--- config.mk ---
export PLATFORM = sky130hd
export DESIGN_NAME = tsn_queue_sched
export DESIGN_NICKNAME = d
export VERILOG_FILES = /design/src/rtl/tsn_qsched_pkg.sv /design/src/rtl/qsched_rr_arb.sv /design/src/rtl/tsn_queue_sched.sv
export SDC_FILE = /design/constraint.sdc
export NUM_CORES = 1
export LEC_CHECK = 0
export ABC_CLOCK_PERIOD_IN_PS = 4400
export CAP_MARGIN = 20
export CORE_AREA = 8 8 145 106
export CTS_CLUSTER_DIAMETER = 100
export DETAILED_ROUTE_END_ITERATION = 6
export DIE_AREA = 0 0 153 114
export PLACE_DENSITY = 0.86
export SLEW_MARGIN = 20
export SYNTH_ARGS = -nofsm -noshare
export SYNTH_HDL_FRONTEND = slang
export SYNTH_SLANG_ARGS = --single-unit
--- constraint.sdc ---
create_clock -name i_clk -period 4.4 [get_ports i_clk]
set_input_delay 1.32 -clock i_clk [delete_from_list [all_inputs] [get_ports i_clk]]
set_output_delay 1.32 -clock i_clk [all_outputs]
set_load 0.03 [all_outputs]
--- src/rtl/tsn_qsched_pkg.sv ---
// Shared types and helpers for the TSN queue scheduler.
package tsn_qsched_pkg;

  typedef enum logic {
    IDLE = 1'b0,
    XFER = 1'b1
  } state_e;

  localparam int DEF_WIDTH = 65;
  localparam int LAST_BIT  = DEF_WIDTH - 1;

  // Index width that never collapses to zero bits.
  function automatic int clog2_min1(input int n);
    return (n <= 2) ? 1 : $clog2(n);
  endfunction

endpackage

--- src/rtl/qsched_rr_arb.sv ---
// Masked round-robin pick: first eligible index at or after ptr_i, wrapping to the lowest
// eligible index when nothing at or above the pointer is eligible.
module qsched_rr_arb
  import tsn_qsched_pkg::*;
#(
  parameter int NUM_Q = 4,
  parameter int IDX_W = clog2_min1(NUM_Q)
) (
  input  logic [NUM_Q-1:0] elig_i,
  input  logic [IDX_W-1:0] ptr_i,
  output logic [IDX_W-1:0] idx_o,
  output logic             found_o
);

  logic [NUM_Q-1:0] masked;

  always_comb begin
    masked  = '0;
    idx_o   = '0;
    found_o = 1'b0;
    for (int i = 0; i < NUM_Q; i++) begin
      masked[i] = elig_i[i] & (IDX_W'(i) >= ptr_i);
    end
    for (int i = NUM_Q - 1; i >= 0; i--) begin
      if (elig_i[i]) begin
        idx_o   = IDX_W'(i);
        found_o = 1'b1;
      end
    end
    // A hit in the masked upper range overrides the wrapped pick.
    for (int i = NUM_Q - 1; i >= 0; i--) begin
      if (masked[i]) idx_o = IDX_W'(i);
    end
  end

endmodule

--- src/rtl/tsn_queue_sched.sv ---
// Frame-aware scheduler draining NUM_Q FWFT FIFOs onto one registered valid/ready stream.
// Define TSN_QSCHED_STRICT_PRIO_EN for strict priority (lowest eligible index wins) instead of round-robin.
module tsn_queue_sched
  import tsn_qsched_pkg::*;
#(
  parameter int NUM_Q = 4,
  parameter int WIDTH = DEF_WIDTH,
  parameter int IDX_W = clog2_min1(NUM_Q)
) (
  input  logic                   i_clk,
  input  logic                   i_rst,
  input  logic [NUM_Q-1:0]       i_q_empty,
  input  logic [NUM_Q*WIDTH-1:0] i_q_dout,
  output logic [NUM_Q-1:0]       o_q_rd_en,
  input  logic [NUM_Q-1:0]       i_q_gate,
  output logic                   o_valid,
  input  logic                   i_ready,
  output logic [WIDTH-2:0]       o_data,
  output logic                   o_last,
  output logic [IDX_W-1:0]       o_qid,
  output logic                   o_busy,
  output logic                   o_underrun
);

  // Handshake: a word transfers on a cycle where o_valid & i_ready; while o_valid & ~i_ready
  // the output register holds. The FIFO side pops only when the output register is free or draining.

  state_e             state_q, state_d;
  logic [IDX_W-1:0]   grant_q;
  logic [IDX_W-1:0]   rr_ptr;
  logic               valid_q, last_q, underrun_q;
  logic [WIDTH-2:0]   data_q;
  logic [IDX_W-1:0]   qid_q;
  logic [NUM_Q-1:0]   elig;
  logic [IDX_W-1:0]   pick_idx;
  logic               pick_found;
  logic [WIDTH-1:0]   dout_arr [NUM_Q];
  logic [WIDTH-1:0]   head;
  logic               pop;

  assign elig = ~i_q_empty & i_q_gate;

  always_comb begin
    for (int k = 0; k < NUM_Q; k++) dout_arr[k] = i_q_dout[k*WIDTH +: WIDTH];
  end

  assign head = dout_arr[grant_q];
  assign pop  = (state_q == XFER) & ~i_q_empty[grant_q] & (~valid_q | i_ready);

  qsched_rr_arb #(.NUM_Q(NUM_Q), .IDX_W(IDX_W)) u_arb (
    .elig_i  (elig),
    .ptr_i   (rr_ptr),
    .idx_o   (pick_idx),
    .found_o (pick_found)
  );

`ifdef TSN_QSCHED_STRICT_PRIO_EN
  assign rr_ptr = '0;
`else
  logic [IDX_W-1:0] rr_q;

  always_ff @(posedge i_clk) begin
    if (i_rst) begin
      rr_q <= '0;
    end else if (pop && head[WIDTH-1]) begin
      rr_q <= (grant_q == IDX_W'(NUM_Q - 1)) ? '0 : grant_q + 1'b1;
    end
  end

  assign rr_ptr = rr_q;
`endif

  always_ff @(posedge i_clk) begin
    if (i_rst) state_q <= IDLE;
    else       state_q <= state_d;
  end

  always_comb begin
    state_d = state_q;
    case (state_q)
      IDLE:    if (pick_found) state_d = XFER;
      XFER:    if (pop && head[WIDTH-1]) state_d = IDLE;
      default: state_d = IDLE;
    endcase
  end

  always_comb begin
    o_busy             = (state_q == XFER);
    o_q_rd_en          = '0;
    o_q_rd_en[grant_q] = pop;
  end

  always_ff @(posedge i_clk) begin
    if (i_rst) begin
      grant_q    <= '0;
      valid_q    <= 1'b0;
      data_q     <= '0;
      last_q     <= 1'b0;
      qid_q      <= '0;
      underrun_q <= 1'b0;
    end else begin
      if (state_q == IDLE && pick_found) grant_q <= pick_idx;
      if (pop) begin
        valid_q <= 1'b1;
        data_q  <= head[WIDTH-2:0];
        last_q  <= head[WIDTH-1];
        qid_q   <= grant_q;
      end else if (i_ready) begin
        valid_q <= 1'b0;
      end
      // The grant is held through an empty spell; the frame resumes when data returns.
      if (state_q == XFER && i_q_empty[grant_q]) underrun_q <= 1'b1;
    end
  end

  assign o_valid    = valid_q;
  assign o_data     = data_q;
  assign o_last     = last_q;
  assign o_qid      = qid_q;
  assign o_underrun = underrun_q;

endmodule
==> reports/summary.txt <==
DETAILED ROUTING
------------------------------------------------------------------------------
Wire length after detailed routing ..............................      20.5 mm
Router iterations before antenna repair .........................            4
Count of unresolved DRC violations after routing ................            0
First DRT Iteration DRCs ........................................          304
Via count normalized by instance count ..........................         5.59
Avg WL per Cell .................................................      22.0 um
Number of vias after detailed routing ...........................        5,201
Antenna viol nets, final ........................................            0

PLACE
------------------------------------------------------------------------------
PortBufs ........................................................          344
Routability Congestion ..........................................        0.857
Placed instance count ...........................................          914
HPWL after detailed placement ...................................      16.5 mm

CLOCK NETWORK
------------------------------------------------------------------------------
Post-cts repair resize count ....................................            0
Worst-case clock buffer depth ...................................            2
CTS HTree Levels ................................................            3
Cell at the root of the clock tree ..............................    clkbuf_16
CTS hold repair buffers .........................................            0
Sinks on the clock net ..........................................           74
Number of CTS-inserted buffers ..................................            9
Skew-Pair Late Insertion Delay ..................................       320 ps
Setup fix buffers added after clock tree synthesis ..............            0
CTS tree ........................................................          yes
Worst-path clk slew .............................................        60 ps

SYNTH
------------------------------------------------------------------------------
Cell area after technology mapping ..............................   4980 sq um
Register bit total from synthesis ...............................           74
Net count after synthesis .......................................          725
Yosys warnings ..................................................            0
Post-synthesis async set-or-reset flop share ....................            0
Mean instance size in the synthesized netlist ...................   11.1 sq um
Top FF cell, synth ..............................................      dfxtp_1
Post-synth top area share .......................................        0.298
Number of standard cells after synthesis ........................          450
Leading cell types by total area after synthesis ................ dfxtp_1, mux4_2, o21ai_2, nand3_1, a21oi_1
Synth area leader ...............................................      dfxtp_1
Number of enable-type register cells in the synthesized netlist .            0
Number of different library cells in the post-synthesis netlist .           42
Register area share after synthesis .............................        0.298

TIMING
------------------------------------------------------------------------------
Transition time at the pin with the least slew margin ...........       937 ps
Final Cycle Share ...............................................        0.914
Setup Total Neg Slack ...........................................         0 ps
Final setup skew ................................................      3.79 ps
Highest attainable clock frequency ..............................      249 MHz
Final Max Slew Viols ............................................            0
RSZ-0062 raised after global routing ............................        false
# setup viols final .............................................            0
Final count of hold timing violations ...........................            0
Slew Limit Headroom .............................................        0.376
Final critical-path required period .............................      4020 ps

GLOBAL ROUTE
------------------------------------------------------------------------------
Overall overflow remaining after global route ...................            0
Antenna violations before repair ................................            0
Global-route wire length before repair ..........................      31.6 mm
Vias in the first global route ..................................        5,740
Largest net degree at the start of global routing ...............           79
GRT Overall Usage ...............................................        0.227

WORST SETUP PATH
------------------------------------------------------------------------------
Crit. End Element ............................................... primary output
CP required .....................................................      3080 ps
Critical path data arrival time .................................      2700 ps
RR Startpoint ...................................................   grant_q[1]
Worst Reg2Reg Path Length in Cells ..............................            5
Worst Path Max Fanout ...........................................            7
Startpoint-to-endpoint class of the critical path ...............       in2out
Critical Path Source Type ....................................... primary input
R2r setup slk ...................................................      2040 ps
R2R Path End ....................................................   o_data[47]

PWR
------------------------------------------------------------------------------
IR drop worst, VDD ..............................................       159 uV
Static Leakage ..................................................      2.82 nW
Power per cell area .............................................  284 nW/um^2

LAYOUT
------------------------------------------------------------------------------
Number of antenna diodes ........................................            0
Layout area overhead ............................................        74.0%
Fillcell total ..................................................        1,002
Post-layout instance count excluding filler cells ...............          930
Number of nets at the end of the flow ...........................        1,034
Share of layout cells above drive strength 1 ....................        0.215

RUN
------------------------------------------------------------------------------
Max capacitance violation total .................................            0

DIE
------------------------------------------------------------------------------
Area of the core ................................................ 13,000 sq um
Initial standard-cell utilization of the core ...................        0.383
Overall die height ..............................................       114 um
Die area ........................................................ 17,400 sq um
Ports placed on the boundary ....................................          345
Row Count .......................................................           35
Die extent in x .................................................       153 um

WORST HOLD PATH
------------------------------------------------------------------------------
WHS Path Cells ..................................................            2
Capture endpoint of the worst hold path .........................    o_data[9]
Type of the most critical hold path .............................      reg2reg
Source of the worst hold timing path ............................    o_data[9]

OUTCOME
------------------------------------------------------------------------------
Outcome .........................................................    completed

-- sequential cells by signal, summed over array words and instances (netlist names) --
name        cells
rr_ptr          2
o_last          1
o_busy          1
o_data         64
o_valid         1
o_underrun      1
o_qid           2
grant_q         2
-- Yosys cell counts (2+ instances only) --
master / count
a21oi_1: 45
a21oi_2: 24
and2_1: 4
and4_4: 2
buf_2: 18
buf_4: 4
buf_6: 11
buf_8: 2
clkbuf_1: 17
dfxtp_1: 74
ha_1: 4
inv_1: 4
mux2i_4: 2
mux4_2: 65
nand2_1: 4
nand2b_1: 8
nand3_1: 67
nand4_2: 2
nor2_1: 3
nor2b_1: 2
o21ai_0: 3
o21ai_1: 27
o21ai_2: 39
-- metrics by stage --
step	setup slack [ps]	power [mW]	util	cell area (sq um)	hold WS, ps
floorplan	795	1.33	-	4980	491
global placement	449	1.75	0.644	8380	450
detailed placement	382	1.78	0.644	8380	459
CTS	380	2.48	0.666	8660	465
global route	275	2.57	0.666	8660	480
finish	377	2.46	0.666	8660	463
-- routing by layer --
layer / part of all wire / track usage
met5: 0 / 0
met4: 0.019 / 0.0558
met3: 0.075 / 0.0688
met2: 0.54 / 0.434
met1: 0.37 / 0.240
-- critical path: stages --
cell and delay, ps:
clkdlybuf4s50_1 450, nand2b_1 320, nand4_4 140, nand2_1 170, and2_1 150, buf_4 160
-- placed cells by master (no fill, tap or decap), types with 4 or more instances in the layout --
| cell type | n |
|---|---|
| clkdlybuf4s50_1 | 339 |
| nand3_1 | 67 |
| nand2_1 | 4 |
| inv_1 | 4 |
| o21ai_1 | 27 |
| ha_1 | 4 |
| dfxtp_1 | 72 |
| a21oi_1 | 45 |
| mux4_2 | 65 |
| buf_4 | 10 |
| o21ai_2 | 39 |
| nand2b_1 | 8 |
| clkbuf_16 | 9 |
| a21oi_2 | 24 |
| and2_1 | 4 |
| clkbuf_1 | 4 |
-- power by group --
part           switching (mW)  internal, mW  leakage (nW)
logic                   0.439         0.529          2.07
clock network           0.261         0.438         0.138
registers              0.0541         0.736         0.604
total                   0.754          1.70          2.82
-- how the worst max path moves through the flow --
| stage | start | endpoint | cells after the start |
|---|---|---|---|
| 2_1_floorplan | i_ready | o_q_rd_en[0] | 5 |
| 3_3_place_gp | i_ready | o_q_rd_en[0] | 6 |
| 3_5_place_dp | i_ready | o_q_rd_en[0] | 6 |
| 4_1_cts | i_ready | o_q_rd_en[0] | 6 |
| 5_1_grt | i_ready | o_q_rd_en[0] | 6 |
| 6_report | i_ready | o_q_rd_en[2] | 6 |
-- layout make-up --
cell class              count  area (sq um)  share of cell area
inverters                   4          15.0             0.00173
well taps                 166           208              0.0240
flip-flops and latches     74          1490               0.172
multi-input cells         319          3160               0.365
clock buffers              13           240              0.0278
repair buffers            351          3510               0.405
clock inverters             3          40.0             0.00463
-- kinds of logic (layout without fill, tap and decap cells) --
family / after synthesis / after routing / synth area share
flops: 74 / 74 / 0.298
mux: 70 / 70 / 0.311
simple gates: 99 / 99 / 0.110
compound gates: 146 / 146 / 0.200
fa+ha+maj: 4 / 4 / 0.0101
buf+inv: 57 / 371 / 0.0717
Power figures use the tool's default switching activity.
